--- src/rtl/stream_rr_arbiter_if.sv ---
// Handshake bundle for stream_rr_arbiter: N upstream streams in, one merged stream out.
// A beat moves on a rising edge where valid=1 and ready=1; while valid=1 and ready=0 the
// sender keeps payload and last stable, and valid is never a function of ready.
interface stream_rr_arbiter_if #(
    parameter int  N_PORTS   = 4,
    parameter type DATA_TYPE = logic [31:0]
);
    DATA_TYPE           data_i [N_PORTS];
    logic [N_PORTS-1:0] last_i;
    logic [N_PORTS-1:0] valid_i;
    logic [N_PORTS-1:0] ready_o;
    DATA_TYPE           data_o;
    logic               last_o;
    logic               valid_o;
    logic               ready_i;
    logic [N_PORTS-1:0] grant_o;

    modport slave (
        input  data_i, last_i, valid_i, ready_i,
        output ready_o, data_o, last_o, valid_o, grant_o
    );

    modport master (
        output data_i, last_i, valid_i, ready_i,
        input  ready_o, data_o, last_o, valid_o, grant_o
    );
endinterface

--- src/rtl/stream_rr_arbiter.sv ---
// Packet-aware N-input round-robin stream arbiter; a source keeps the output until its last beat.
// Define STREAM_ARB_OUTREG_EN to place a 2-entry skid register on the output (latency 1).
module stream_rr_arbiter #(
    parameter int  N_PORTS   = 4,
    parameter type DATA_TYPE = logic [31:0]
) (
    input  logic               ACLK,
    input  logic               ARESET,
    stream_rr_arbiter_if.slave io_bus,
    output logic               o_dbg_state
);
    localparam int PTR_W = $clog2(N_PORTS);

    typedef enum logic {
        IDLE   = 1'b0,
        LOCKED = 1'b1
    } state_t;

    state_t             r_state, w_state_nxt;
    logic [PTR_W-1:0]   r_ptr, w_ptr_nxt;
    logic [PTR_W-1:0]   r_owner, w_owner_nxt;
    logic [PTR_W-1:0]   w_rr_sel;
    logic               w_rr_any;
    int                 w_idx;
    logic [PTR_W-1:0]   w_sel;
    logic               w_req;
    logic [N_PORTS-1:0] w_grant;
    logic               w_core_valid;
    logic               w_core_last;
    logic               w_core_ready;
    logic               w_hs;
    DATA_TYPE           w_core_data;

    function automatic logic [PTR_W-1:0] wrap_inc(input logic [PTR_W-1:0] v);
        if (v == PTR_W'(N_PORTS - 1)) return '0;
        return v + PTR_W'(1);
    endfunction

    // First requester at or after r_ptr, wrapping past the highest port.
    always_comb begin : rr_search
        w_rr_any = 1'b0;
        w_rr_sel = r_ptr;
        w_idx    = 0;
        for (int i = 0; i < N_PORTS; i++) begin
            w_idx = (int'(r_ptr) + i) % N_PORTS;
            if (!w_rr_any && io_bus.valid_i[PTR_W'(w_idx)]) begin
                w_rr_any = 1'b1;
                w_rr_sel = PTR_W'(w_idx);
            end
        end
    end

    always_comb begin : select
        w_sel = w_rr_sel;
        w_req = w_rr_any;
        if (r_state == LOCKED) begin
            w_sel = r_owner;
            w_req = 1'b1;
        end
        if (ARESET) begin
            w_req = 1'b0;
        end
    end

    assign w_grant        = w_req ? (N_PORTS'(1) << w_sel) : '0;
    assign w_core_valid   = w_req && io_bus.valid_i[w_sel];
    assign w_core_data    = io_bus.data_i[w_sel];
    assign w_core_last    = io_bus.last_i[w_sel];
    assign w_hs           = w_core_valid && w_core_ready;
    assign io_bus.grant_o = w_grant;
    assign io_bus.ready_o = w_core_ready ? w_grant : '0;
    assign o_dbg_state    = r_state;

    // A stalled first beat still locks, so the chosen source cannot be displaced mid-stall.
    always_comb begin : fsm_next
        w_state_nxt = r_state;
        w_ptr_nxt   = r_ptr;
        w_owner_nxt = r_owner;
        case (r_state)
            IDLE: begin
                if (w_req) begin
                    if (w_hs && w_core_last) begin
                        w_ptr_nxt = wrap_inc(w_sel);
                    end else begin
                        w_state_nxt = LOCKED;
                        w_owner_nxt = w_sel;
                    end
                end
            end
            LOCKED: begin
                if (w_hs && w_core_last) begin
                    w_state_nxt = IDLE;
                    w_ptr_nxt   = wrap_inc(r_owner);
                end
            end
            default: w_state_nxt = IDLE;
        endcase
    end

    always_ff @(posedge ACLK) begin : fsm_reg
        if (ARESET) begin
            r_state <= IDLE;
            r_ptr   <= '0;
            r_owner <= '0;
        end else begin
            r_state <= w_state_nxt;
            r_ptr   <= w_ptr_nxt;
            r_owner <= w_owner_nxt;
        end
    end

`ifdef STREAM_ARB_OUTREG_EN
    DATA_TYPE   r_skid_data [2];
    logic [1:0] r_skid_last;
    logic       r_wr_ptr;
    logic       r_rd_ptr;
    logic [1:0] r_count;
    logic       w_pop;

    // Core ready comes only from occupancy, which cuts the ready_i -> ready_o path.
    assign w_core_ready   = (r_count != 2'd2);
    assign w_pop          = (r_count != 2'd0) && io_bus.ready_i;
    assign io_bus.valid_o = (r_count != 2'd0);
    assign io_bus.data_o  = r_skid_data[r_rd_ptr];
    assign io_bus.last_o  = r_skid_last[r_rd_ptr];

    always_ff @(posedge ACLK) begin : skid_reg
        if (ARESET) begin
            r_wr_ptr <= 1'b0;
            r_rd_ptr <= 1'b0;
            r_count  <= 2'd0;
        end else begin
            if (w_hs) begin
                r_skid_data[r_wr_ptr] <= w_core_data;
                r_skid_last[r_wr_ptr] <= w_core_last;
                r_wr_ptr              <= ~r_wr_ptr;
            end
            if (w_pop) begin
                r_rd_ptr <= ~r_rd_ptr;
            end
            r_count <= r_count + {1'b0, w_hs} - {1'b0, w_pop};
        end
    end
`else
    assign w_core_ready   = io_bus.ready_i;
    assign io_bus.valid_o = w_core_valid;
    assign io_bus.data_o  = w_core_data;
    assign io_bus.last_o  = w_core_last;
`endif
endmodule

--- src/flat_wrapper.sv ---
// flat-port wrapper written by rule: the top's interface ports become plain ports
module stream_rr_arbiter_flat 
#(
    parameter int  N_PORTS   = 4,
    parameter type DATA_TYPE = logic [31:0]
)
  (ACLK, ARESET, o_dbg_state, io_bus_data_i, io_bus_last_i, io_bus_valid_i, io_bus_ready_i, io_bus_ready_o, io_bus_data_o, io_bus_last_o, io_bus_valid_o, io_bus_grant_o);
  stream_rr_arbiter_if #(.N_PORTS(N_PORTS), .DATA_TYPE(DATA_TYPE)) io_bus_i ();
  input  logic ACLK;
  input  logic ARESET;
  output logic o_dbg_state;
  input wire logic [$bits(io_bus_i.data_i)-1:0] io_bus_data_i;
  input wire logic [$bits(io_bus_i.last_i)-1:0] io_bus_last_i;
  input wire logic [$bits(io_bus_i.valid_i)-1:0] io_bus_valid_i;
  input wire logic [$bits(io_bus_i.ready_i)-1:0] io_bus_ready_i;
  output wire logic [$bits(io_bus_i.ready_o)-1:0] io_bus_ready_o;
  output wire logic [$bits(io_bus_i.data_o)-1:0] io_bus_data_o;
  output wire logic [$bits(io_bus_i.last_o)-1:0] io_bus_last_o;
  output wire logic [$bits(io_bus_i.valid_o)-1:0] io_bus_valid_o;
  output wire logic [$bits(io_bus_i.grant_o)-1:0] io_bus_grant_o;
  assign io_bus_i.data_i = {>>{io_bus_data_i}};
  assign io_bus_i.last_i = io_bus_last_i;
  assign io_bus_i.valid_i = io_bus_valid_i;
  assign io_bus_i.ready_i = io_bus_ready_i;
  assign io_bus_ready_o = io_bus_i.ready_o;
  assign io_bus_data_o = io_bus_i.data_o;
  assign io_bus_last_o = io_bus_i.last_o;
  assign io_bus_valid_o = io_bus_i.valid_o;
  assign io_bus_grant_o = io_bus_i.grant_o;
  stream_rr_arbiter #(.N_PORTS(N_PORTS), .DATA_TYPE(DATA_TYPE)) u_core (.ACLK(ACLK), .ARESET(ARESET), .io_bus(io_bus_i), .o_dbg_state(o_dbg_state));
endmodule
--- config.mk ---
export PLATFORM = sky130hd
export DESIGN_NAME = stream_rr_arbiter_flat
export DESIGN_NICKNAME = d
export VERILOG_FILES = /design/src/rtl/stream_rr_arbiter_if.sv /design/src/rtl/stream_rr_arbiter.sv /design/src/flat_wrapper.sv
export SDC_FILE = /design/constraint.sdc
export NUM_CORES = 1
export LEC_CHECK = 0
export CAP_MARGIN = 0
export CORE_ASPECT_RATIO = 1.2
export CORE_UTILIZATION = 27
export DETAILED_ROUTE_END_ITERATION = 6
export MAX_ROUTING_LAYER = met4
export PLACE_DENSITY_LB_ADDON = 0.12
export SETUP_SLACK_MARGIN = 0.3
export SLEW_MARGIN = 10
export SYNTH_ARGS = -nofsm -noshare
export SYNTH_HDL_FRONTEND = slang
export SYNTH_SLANG_ARGS = --single-unit
--- constraint.sdc ---
create_clock -name ACLK -period 3.77 [get_ports ACLK]
set_clock_uncertainty 0.2 [all_clocks]
set_input_delay 0.5655 -clock ACLK [delete_from_list [all_inputs] [get_ports ACLK]]
set_output_delay 0.5655 -clock ACLK [all_outputs]
set_load 0.005 [all_outputs]
Word-level counts from Yosys, hierarchy flattened --
Index checks and enable logic that the tools add are counted.
Cells by class: add/sub/neg operators 5, magnitude comparators 6, eq/ne operators 5, shifts and indexed selects 1, mux-type cells 49, bitwise logic cells 3, reduce and logical (&&, ||, !) cells 11
Operators with widths (number):
- binary-select mux 32 bit (select 2 bit) | 1
- 2-to-1 mux 32 bit | 2
- 2-to-1 mux 1 bit | 25
- 2-to-1 mux 2 bit | 11
- < comparator 2 x 4 -> 1 bit (second input constant) | 4
- binary-select mux 1 bit (select 2 bit) | 6
- 2-to-1 mux 4 bit | 2
- adder 2 x 1 -> 2 bit (second input constant) | 3
- logical AND 1 bit | 6
- AND reduction 3 bit | 2
- adder 2 bit (second input constant) | 2
- equality test 2 bit (second input constant) | 2
- inequality test 2 x 1 -> 1 bit (second input constant) | 2
- case mux 2 bit (2 select lines) | 1
- << shifter 1 x 2 -> 4 bit (first input constant) | 1
- >= comparator 3 bit (second input constant) | 1
- zero test 1 bit | 3
- < comparator 2 x 3 -> 1 bit (second input constant) | 1
- inverter 2 -> 3 bit | 1
- inequality test 2 bit (second input constant) | 1
- inverter 1 bit | 2
- case mux 1 bit (2 select lines) | 1
Word-level totals: register bits after elaboration 5, input port bits 139, output and inout bits 43, logic and storage cells 83

Longest topological paths before layout --
word-level depth 26, depth in mapped cells 11, gate-level depth less buffers 8

Worst setup path before layout --
OpenSTA, ideal clock, no wires.
path type input port to output port, start input port io_bus_valid_i[3], end output port io_bus_data_o[10], data arrival time 2.346 ns, setup slack 0.659 ns, cell stages on the path 6, path buffers 2, cells stage by stage o21bai_1 a21oi_1 o41a_1 buf_6 buf_1 mux4_2
Between the ends: longest elaborated chain between the ends 18, elaborated cells between the ends (all ways) 29
RTL lines:
- from (decl) | RTL line flat_wrapper.sv:14 | input wire logic [$bits(io_bus_i.valid_i)-1:0] io_bus_valid_i;
- binary-select mux 1 bit (select 2 bit) | RTL line stream_rr_arbiter.sv:46 | if (!w_rr_any && io_bus.valid_i[PTR_W'(w_idx)]) begin
- 2-to-1 mux 1 bit (not written as such) (2 in series) | RTL line stream_rr_arbiter.sv:46
- 2-to-1 mux 1 bit | RTL line stream_rr_arbiter.sv:46
- zero test 1 bit | RTL line stream_rr_arbiter.sv:46
- logical AND 1 bit | RTL line stream_rr_arbiter.sv:46
- 2-to-1 mux 1 bit | RTL line stream_rr_arbiter.sv:46
- zero test 1 bit | RTL line stream_rr_arbiter.sv:46
- logical AND 1 bit | RTL line stream_rr_arbiter.sv:46
- 2-to-1 mux 1 bit | RTL line stream_rr_arbiter.sv:46
- zero test 1 bit | RTL line stream_rr_arbiter.sv:46
- logical AND 1 bit | RTL line stream_rr_arbiter.sv:46
- 2-to-1 mux 2 bit * | RTL line stream_rr_arbiter.sv:46
- 2-to-1 mux 2 bit * | RTL line stream_rr_arbiter.sv:56 | if (r_state == LOCKED) begin
- inverter 2 -> 3 bit (not written as such) * | RTL line stream_rr_arbiter.sv:67 | assign w_core_data = io_bus.data_i[w_sel];
- binary-select mux 32 bit (select 2 bit) * | RTL line stream_rr_arbiter.sv:67
- 2-to-1 mux 32 bit (not written as such) * (2 in series) | RTL line stream_rr_arbiter.sv:67
- to (decl) | RTL line flat_wrapper.sv:17 | output wire logic [$bits(io_bus_i.data_o)-1:0] io_bus_data_o;
Mark *: on every way between the ends. The rest lies on a longest branch, timed or not. The select of a mux whose other input is x is not followed.

Worst setup path in the final report --
start input port io_bus_valid_i[0], end output port io_bus_data_o[27]
Same word-level chain as after synthesis.

==> flow_results.org <==
** GRT
- Antenna violations before repair :: 0
- Across every metal layer, demand over resource in global routing totals 28.2%.
- The first global-routing pass estimated 12000 um of wire.
- Remaining global-route overflow :: 0
- Vias in the first global route :: 2107
- Entering global routing, the biggest net connects 19 pins.

** Synth
- Synthesis inferred 5 register bits.
- The netlist uses 40 different library cells.
- Yosys printed 0 warnings.
- Cell count after synthesis :: 127
- Dividing the synthesized area by the synthesized cell count gives 11.5 um^2.
- The synthesized netlist occupies a cell area of 0.00146 mm^2.
- Synth Net Count :: 271
- Sequential cells were found to cover 6.86% of the synthesized design area.

** STA
- Setup repair after global routing missed its margin :: false
- Max-slew violations :: 0
- Final clock period utilization by the worst path :: 90.8%
- At the pin with the least slew margin, the transition time is 433 ps.
- Endpoints failing setup :: 0
- Max transition margin :: 70.4%
- The clock period could shrink to 3420 ps.
- The worst path meets setup with 347 ps of slack.
- Final Hold Violating Endpoints :: 0
- Timing-limited maximum frequency :: 0.292 GHz

** CTS
- Hold repair after CTS inserted 0 buffers.
- Counting every sink on the clock net gives 5.
- No sink is reached through more buffers than the 2 on the longest clock path.
- Root buffer cell :: clkbuf_8
- Clk Latency, worst-skew pair :: 220 ps
- CTS buffer count :: 3
- Clock-pin slew was measured on the worst setup and hold paths at 30 ps.
- Number of H-tree levels :: 1
- Clock tree from TritonCTS :: done

** Route
- Detailed Route Iter0 Violations :: 75
- Vias per cell :: 5.29
- The routed design has 8110 um of wire.
- Dividing the detail-routed wire length by the instance count gives 20.3 um.
- Number of nets still failing antenna checks after routing :: 0
- In the routed design, unresolved DRC markers number 0.
- Via count :: 2112
- The pre-antenna-repair detailed-routing pass consisted of 4 iterations.

** Floorplanning
- Number of placement rows :: 28
- Once the floorplan was initialized, standard cells occupied 28.7% of the core.
- Measured along the y axis, the die boundary spans 82.6 um.
- Width of the chip :: 69.1 um
- DIE AREA :: 0.00571 mm^2
- Core area :: 0.00508 mm^2
- 182 I/O pins were placed.

** Critical path
- Of all nets on the critical path, the largest fanout is 7.
- Critical path launch point type :: input pin
- Critical path class :: input pin to output pin
- The worst setup path is captured at an output pin.
- Data arrival time at the worst-slack endpoint :: 2660 ps
- For the worst setup path, the data required time is 3000 ps.

** Power and ir drop
- Total power density per cell area :: 334 mW/mm^2
- The worst-case IR drop observed on VDD is 0.000351 V.
- In this run the static leakage power is 1.60 nW.

** Layout
- Fraction of layout instances using a drive strength above 1 :: 30.1%
- Compared with the post-synthesis result, the final layout area differs by 156%.
- # fillers :: 399
- Cells fill 73.5% of the core in the end.
- Most used cells in the layout excluding fill and tap cells :: clkdlybuf4s50_1, mux4_2, dlygate4sd2_1
- The repair_antennas step left the layout with diodes totalling 0.
- Multi-input logic area :: 0.00134 mm^2
- Most frequent standard cell in the layout excluding fill and tap cells :: clkdlybuf4s50_1
- Registers take 100 um^2.
- Number of nets in the finished design :: 484

** Place
- Half-perimeter wire length after placement :: 6220 um
- At the placement stage, the worst setup path has a slack of -124 ps.
- At the end of routability-driven placement, the weighted congestion stood at 1.02.
- Port buffering added 181 buffers.

** Flow run
- The tool flagged a number of max-cap violations equal to 0.

** Outcome
- Status :: finished clean

** Hold path
- Hold Crit Class :: register to register
==> per-stage QoR <==
stage	area, um^2	instances	TNS [ps]	power, mW	hold WS [ps]
after global routing	3740	399	0	1.33	500
after floorplan	1460	127	0	0.531	318
after CTS	3650	392	0	1.21	426
after global placement	3460	377	-1790	1.06	392
final	3740	399	0	1.25	444
after detailed placement	3460	377	-3320	1.08	394
==> final timing paths <==
check	start	to	cells after the start	slack, ps
max	io_bus_valid_i[0]	io_bus_data_o[27]	8	350
min	u_core.r_owner[1]$_SDFFE_PP0P_	u_core.r_owner[1]$_SDFFE_PP0P_	2	440
max reg2reg	u_core.r_ptr[1]$_SDFFE_PP0P_	u_core.r_owner[1]$_SDFFE_PP0P_	10	820
min reg2reg	u_core.r_owner[1]$_SDFFE_PP0P_	u_core.r_owner[1]$_SDFFE_PP0P_	2	440
==> worst max-delay path, cell delays in order <==
cell and delay, ps:
clkdlybuf4s15_2 210, nor2b_4 140, o21a_1 220, o41a_4 520, buf_6 150, buf_12 140, mux4_2 440, dlygate4sd2_1 280
==> routing by layer <==
layer	vias up	share of wire, %	GRT usage (%)
li1	968	-	-
met1	1029	38	31.9
met2	101	55	52.9
met3	14	5.2	3.88
met4	0	1.8	6.94
met5	-	0	-
==> registers in the layout, summed over array words and instances (netlist names) <==
register	cells
u_core.r_ptr	2
u_core.r_owner	2
u_core.o_dbg_state	1
==> cell usage after synthesis <==
master / n / share of area [%]
nand2_1: 5 / 1.3
o21bai_1: 1 / 0.51
a41o_1: 2 / 1.4
dfxtp_1: 5 / 6.9
nand3_1: 1 / 0.34
a221oi_4: 1 / 1.8
buf_4: 1 / 0.51
mux2_1: 2 / 1.5
mux4_2: 32 / 49
a311oi_4: 1 / 1.8
o21a_1: 2 / 1.0
buf_2: 2 / 0.69
a31oi_1: 2 / 0.86
a22oi_1: 1 / 0.51
a2111oi_0: 1 / 0.60
clkinv_4: 1 / 0.60
a21oi_1: 8 / 2.7
clkinv_1: 1 / 0.26
mux2i_2: 1 / 0.94
ha_1: 5 / 4.3
a211o_1: 1 / 0.60
and2_1: 4 / 1.7
buf_1: 5 / 1.3
nand2b_1: 1 / 0.43
inv_1: 4 / 1.0
mux2i_1: 3 / 2.1
a311oi_1: 3 / 1.8
o41a_1: 1 / 0.77
buf_6: 1 / 0.77
a211oi_2: 1 / 0.86
or3_1: 1 / 0.43
clkbuf_1: 1 / 0.26
a21o_1: 1 / 0.51
nor3_1: 5 / 1.7
o21ai_0: 3 / 1.0
nor2_2: 1 / 0.43
nor2_1: 4 / 1.0
and3_1: 6 / 2.6
nor2b_1: 5 / 2.1
o311a_1: 1 / 0.69
==> timing repair <==
item                                    in CTS  in global routing
pin swaps                                    3                  3
cloned                                       4                  0
resized for setup                          101                  8
endpoints found under the setup margin      42                 31
setup buffers                                7                  7
==> where the power goes <==
group          internal (mW)  leakage (nW)  switching [mW]
clock                 0.0725        0.0228          0.0261
sequential            0.0625        0.0410          0.0211
combinational          0.681          1.54           0.383
total                  0.816          1.60           0.431
==> kinds of logic after synthesis <==
logic type	count (synthesis)	share of synthesized area [%]
and+or+nand+nor	33	12.1
DFF	5	6.86
buffers and inverters	16	5.40
adders and majority gates	5	4.28
muxes	38	53.9
AOI/OAI and AO/OA	30	17.5
==> layout make-up <==
class | instances | area share [%]
Clock buffer | 4 | 1.21
Tap cell | 60 | 2.01
Inverter | 6 | 0.871
Multi-Input combinational cell | 106 | 35.7
Sequential cell | 5 | 2.68
Timing Repair Buffer | 218 | 57.5
Note: power is estimated with default switching activity, not from simulation.
